## src/rtl/nibble_serial_alu_ctrl_pkg.sv

```systemverilog
// Shared types and constants for the nibble-serial add/sub controller.
// State encoding is fixed so it stays readable in waveforms.
package nibble_serial_alu_ctrl_pkg;

  localparam int NIB_W = 4;

  typedef enum logic [1:0] {
    ST_IDLE = 2'd0,
    ST_RUN  = 2'd1,
    ST_DONE = 2'd2
  } state_e;

endpackage

```

## src/rtl/nibble_serial_alu_ctrl_adder4.sv

```systemverilog
// 4-bit ripple-carry adder slice.
// Shared by the controller, one nibble per clock.
module adder4
  import nibble_serial_alu_ctrl_pkg::*;
(
  input  logic             carryin,
  input  logic [NIB_W-1:0] x,
  input  logic [NIB_W-1:0] y,
  output logic [NIB_W-1:0] s,
  output logic             carryout
);

  logic [NIB_W:0] w_c;

  always_comb begin
    w_c    = '0;
    s      = '0;
    w_c[0] = carryin;
    for (int i = 0; i < NIB_W; i++) begin
      s[i]     = x[i] ^ y[i] ^ w_c[i];
      w_c[i+1] = (x[i] & y[i]) |
                 (w_c[i] & (x[i] ^ y[i]));
    end
  end

  assign carryout = w_c[NIB_W];

endmodule

```

## src/rtl/nibble_serial_alu_ctrl.sv

```systemverilog
// N-bit add/sub built by walking one shared 4-bit adder
// across the operands, LSB nibble first.
module nibble_serial_alu_ctrl
  import nibble_serial_alu_ctrl_pkg::*;
#(
  parameter  int NIBBLES = 4,
  localparam int W       = NIB_W * NIBBLES
) (
  input  logic         clk,
  input  logic         rst_n,
  input  logic         start,
  input  logic         op_sub,
  input  logic [W-1:0] a,
  input  logic [W-1:0] b,
  output logic         busy,
  output logic         done,
  output logic [W-1:0] result,
  output logic         cout,
  output logic         ovf
);

  localparam int KW = (NIBBLES > 1) ? $clog2(NIBBLES) : 1;
  localparam int SW = KW + 2;

  state_e r_state;
  state_e w_state_nxt;

  logic [W-1:0]     r_a;
  logic [W-1:0]     r_b;
  logic [W-1:0]     r_result;
  logic             r_sub;
  logic             r_carry;
  logic             r_cout;
  logic             r_ovf;
  logic [KW-1:0]    r_k;

  logic [SW-1:0]    w_sh;
  logic [W-1:0]     w_a_sh;
  logic [W-1:0]     w_b_sh;
  logic [NIB_W-1:0] w_x;
  logic [NIB_W-1:0] w_y;
  logic [NIB_W-1:0] w_s;
  logic             w_co;
  logic             w_last;
  logic             w_accept;
  logic             w_ymsb;

  assign w_sh   = {r_k, 2'b00};
  assign w_a_sh = r_a >> w_sh;
  assign w_b_sh = r_b >> w_sh;
  assign w_x    = w_a_sh[NIB_W-1:0];
  assign w_y    = w_b_sh[NIB_W-1:0] ^ {NIB_W{r_sub}};
  assign w_last = (r_k == KW'(NIBBLES - 1));
  assign w_ymsb = r_b[W-1] ^ r_sub;

  // Start is ignored while a nibble walk is in flight.
  assign w_accept = start && (r_state != ST_RUN);

  adder4 u_adder4 (
    .carryin  (r_carry),
    .x        (w_x),
    .y        (w_y),
    .s        (w_s),
    .carryout (w_co)
  );

  always_ff @(posedge clk) begin
    if (!rst_n) r_state <= ST_IDLE;
    else        r_state <= w_state_nxt;
  end

  always_comb begin
    w_state_nxt = r_state;
    unique case (r_state)
      ST_IDLE: if (start)  w_state_nxt = ST_RUN;
      ST_RUN:  if (w_last) w_state_nxt = ST_DONE;
      ST_DONE: w_state_nxt = start ? ST_RUN : ST_IDLE;
      default: w_state_nxt = ST_IDLE;
    endcase
  end

  always_ff @(posedge clk) begin
    if (!rst_n) begin
      r_a      <= '0;
      r_b      <= '0;
      r_sub    <= 1'b0;
      r_carry  <= 1'b0;
      r_k      <= '0;
      r_result <= '0;
      r_cout   <= 1'b0;
      r_ovf    <= 1'b0;
    end else if (w_accept) begin
      r_a      <= a;
      r_b      <= b;
      r_sub    <= op_sub;
      r_carry  <= op_sub;
      r_k      <= '0;
      r_result <= '0;
    end else if (r_state == ST_RUN) begin
      r_result[w_sh +: NIB_W] <= w_s;
      r_carry <= w_co;
      r_k     <= r_k + KW'(1);
      // Last nibble's sum holds the result MSB.
      if (w_last) begin
        r_cout <= w_co;
        r_ovf  <= (r_a[W-1] == w_ymsb) &&
                  (w_s[NIB_W-1] != r_a[W-1]);
      end
    end
  end

  assign busy   = (r_state == ST_RUN);
  assign done   = (r_state == ST_DONE);
  assign result = r_result;
  assign cout   = r_cout;
  assign ovf    = r_ovf;

endmodule
```

## config.mk

```make
export PLATFORM = sky130hd
export DESIGN_NAME = nibble_serial_alu_ctrl
export DESIGN_NICKNAME = d
export VERILOG_FILES = /design/src/rtl/nibble_serial_alu_ctrl_pkg.sv /design/src/rtl/nibble_serial_alu_ctrl_adder4.sv /design/src/rtl/nibble_serial_alu_ctrl.sv
export SDC_FILE = /design/constraint.sdc
export NUM_CORES = 1
export LEC_CHECK = 0
export CORE_MARGIN = 2
export CORE_UTILIZATION = 25
export CTS_BUF_LIST = sky130_fd_sc_hd__clkbuf_16
export CTS_CLUSTER_DIAMETER = 200
export CTS_CLUSTER_SIZE = 20
export DETAILED_ROUTE_END_ITERATION = 16
export SKIP_LAST_GASP = 1
export SLEW_MARGIN = 20
export SYNTH_ARGS = -nofsm -noshare
export SYNTH_HDL_FRONTEND = slang
export SYNTH_SLANG_ARGS = --single-unit
```

## constraint.sdc

```tcl
create_clock -name clk -period 3.7 [get_ports clk]
set_clock_uncertainty 0.2 [all_clocks]
set_input_delay 0.74 -clock clk [delete_from_list [all_inputs] [get_ports clk]]
set_output_delay 0.74 -clock clk [all_outputs]
set_load 0.1 [all_outputs]
```

==> flow_summary_export.csv <==
group,metric,value,unit
routing,drtPass1Iterations,4,
floorplanning,ios,56,
global_routing,antenna_found_initial,0,
power_and_ir_drop,clock_power_share,37.6,%
cells_and_area,syn2layout_area_growth,29.3,%
logic_synthesis,synthArstFlopShare,0,%
logic_synthesis,synth_common_cells,"56 x dfxtp_1, 49 x a21oi_1, 34 x nand3_1",
cts,numCtsBuffers,5,
logic_synthesis,syn_area_per_cell,9.18,um2
routing,ant_nets,0,
sta,hold_violations,0,
critical_path,r2r_end,"result[3]",
critical_path,path_class,"reg -> reg",
routing,drc,0,
cts,ctsLongestPathBuffers,2,
logic_synthesis,ys.flop_type,"dfxtp_1",
logic_synthesis,syn_inst,292,
routing,drt-vias-per-instance,4.73,
logic_synthesis,synth_area_leader_cell,"dfxtp_1",
cells_and_area,nNetsFinal,381,
cells_and_area,final_cells,472,
cells_and_area,antennaDiodeCount,0,
critical_path,worstSetupEndpointType,"register",
critical_path,critPathCapture,"result[3]",
global_routing,grt_max_degree,42,
floorplanning,fp.dieH,108,um
floorplanning,die_w,108,um
cts,cts.hold.buffers_added,0,
critical_path,reg2reg_from,"r_k[0]",
power_and_ir_drop,pwr-share-seq,45.3,%
logic_synthesis,post-synth-top-count-cell,"dfxtp_1",
min_path,hold_path_class,"reg -> reg",
critical_path,cp-startpoint,"r_k[0]",
logic_synthesis,synth_edf_count,0,
power_and_ir_drop,p_per_area,412,mW/mm2
cts,cts_num_sinks,56,
critical_path,required,3.72,ns
logic_synthesis,yosys.area.top_type_share,41.8,%
cts,path_clk_slew,0.07,ns
cells_and_area,nFillCells,1102,
power_and_ir_drop,internal-power,0.00106,W
sta,setup_viol,0,
cells_and_area,register_area,0.00112,mm2
power_and_ir_drop,p_sw,0.000370,W
cells_and_area,layout-drive-gt1-share,10.1,%
sta,drv_slew,0,
power_and_ir_drop,power_frac_comb,17.1,%
sta,fin_crit,3.54,ns
cells_and_area,final_util,33.4,%
global_routing,grt_pass1_wl,11.1,mm
critical_path,worstPathArrival,3.56,ns
sta,rsz0062_at_grt,"no",
critical_path,reg2reg_depth,9,
cells_and_area,multi_input_area,0.00138,mm2
placed_design,placed_cell_area,0.00330,mm2
power_and_ir_drop,ir_drop,0.000238,V
critical_path,critPathLaunchType,"register",
cells_and_area,final_cell_area,0.00347,mm2
sta,worst-slew-pin-transition,0.984,ns
sta,fin_crit_sh,95.8,%
power_and_ir_drop,leakagePower,1.22,nW
job,cap_violations,0,
sta,relSlewSlack,34.2,%
logic_synthesis,ys_warn_count,0,
floorplanning,coreArea,0.0104,mm2
logic_synthesis,syn_area,0.00268,mm2
floorplanning,die-area,0.0116,mm2
cts,htree_levels,2,
critical_path,worst-path-max-fanout,3,
routing,via_count,2231,
sta,max_freq,0.282,GHz
placed_design,gp_congestion,0.772,
sta,setup_slack,0.155,ns
status,outcome,"complete, no violations",
routing,drt-initial-drc-count,104,
logic_synthesis,synth_cell_types,38,
power_and_ir_drop,swShare,25.9,%
global_routing,grt-ovfl-total,0,
placed_design,pre_cts_ws,0.130,ns
critical_path,rrSetupSlack,0.16,ns
cts,cts_setup_buffers,0,
floorplanning,num_rows,37,
cts,clk_latency,0.29,ns
placed_design,portBuffers,55,
global_routing,grt_pass1_vias,2229,
placed_design,dp_hpwl,4.69,mm
logic_synthesis,ys_ff_latch,56,
routing,wl_per_cell,14.1,um
global_routing,grt_usage,12.0,%
routing,wl,6.67,mm
cts,root_buffer,"clkbuf_16",
floorplanning,start_util,25.9,%
logic_synthesis,syn_nets,338,
placed_design,dp_cells,464,
logic_synthesis,ys_seq_area_share,41.8,%
logic_synthesis,synth_top_cells_by_area,"dfxtp_1 42%, a21oi_1 9.1%, mux4_1 7.8%, nand3_1 6.3%, o21ai_0 5.6%",
cts,cts_tree,"built",
sta,finalSetupTns,0,ns
==> kinds of logic after synthesis <==
kind of cell	synth area share (%)
AOI/OAI and AO/OA	18.3
and+or+nand+nor	18.0
DFF	41.8
buffers and inverters	6.58
adders and majority gates	5.79
muxes	7.84
xor gates and xnor gates	1.63
==> cell type report <==
| class | instances | area share [%] |
|---|---|---|
| multi-input cells | 200 | 39.9 |
| flip-flops and latches | 56 | 32.4 |
| repair buffers | 62 | 16.9 |
| well taps | 136 | 4.91 |
| clock buffers | 5 | 3.61 |
| clock inverters | 3 | 1.23 |
| inverters | 10 | 1.08 |
==> critical path, cell delays in order, from the launching register on <==
cell and delay, ns:
dfxtp_2 0.36, mux4_1 0.57, xor2_1 0.18, fa_1 0.19, inv_1 0.05, fa_1 0.38
fa_1 0.40, fa_1 0.48, or4_1 0.52, a21oi_1 0.14
==> registers in the layout, summed over array words and instances, names as in the netlist <==
name	count
r_sub	1
r_carry	1
r_a	16
r_state	2
ovf	1
r_b	16
result	16
cout	1
r_k	2
==> power by group through the flow <==
| stage | Sequential, W | Clock [W] | Combinational (W) |
|---|---|---|---|
| 4_1_cts | 0.000646 | 0.000548 | 0.000245 |
| 3_3_place_gp | 0.000660 | 0 | 0.000240 |
| 2_1_floorplan | 0.000664 | 0 | 0.000152 |
| 5_1_grt | 0.000650 | 0.000583 | 0.000267 |
| 6_report | 0.000646 | 0.000537 | 0.000244 |
| 3_5_place_dp | 0.000660 | 0 | 0.000244 |
==> cells in the final DEF (no fill, tap or decap), types with 2 or more instances in the layout <==
cell type / n
xor2_1: 2
clkbuf_16: 5
a32oi_1: 4
o21ai_0: 30
nor2b_1: 2
and4bb_2: 2
mux4_1: 8
a21oi_1: 49
nor2_1: 8
buf_4: 18
nand2b_1: 2
nand4_1: 2
inv_2: 2
ha_1: 6
nand3_1: 34
nand2_1: 16
nand3b_1: 3
xnor2_1: 3
clkdlybuf4s50_1: 43
inv_1: 9
or4_1: 3
nand4b_1: 7
o21ai_1: 3
a211oi_1: 3
dfxtp_1: 55
fa_1: 4
==> worst min-delay path by stage <==
stage,startpoint,endpoint,slack (ns),cells after the start
after floorplan,r_a[6],r_a[6],0.25,2
after global placement,result[4],result[4],0.24,2
after detailed placement,result[4],result[4],0.25,2
after CTS,result[4],result[4],0.26,2
after global routing,result[1],result[1],0.29,2
final,result[6],result[6],0.25,2
==> routing by layer <==
layer | vias up | share of wire (%) | global-route usage [%]
li1 | 1146 | - | -
met1 | 1025 | 50 | 16.6
met2 | 48 | 45 | 18.6
met3 | 12 | 3.3 | 2.60
met4 | 0 | 1.8 | 3.66
met5 | - | 0 | 0
==> stage by stage <==
| step | total power, W | hold slack, ns |
|---|---|---|
| 6_report | 0.00143 | 0.254 |
| 5_1_grt | 0.00150 | 0.285 |
| 4_1_cts | 0.00144 | 0.257 |
| 3_5_place_dp | 0.000905 | 0.246 |
| 3_3_place_gp | 0.000900 | 0.243 |
| 2_1_floorplan | 0.000817 | 0.249 |
==> timing repair <==
action / 4_1_cts / 5_1_grt
setup endpoints to repair: 0 / 2
hold endpoints to repair: 0 / 0
resized for setup: 0 / 1
Note: power is estimated with default switching activity, not from simulation.
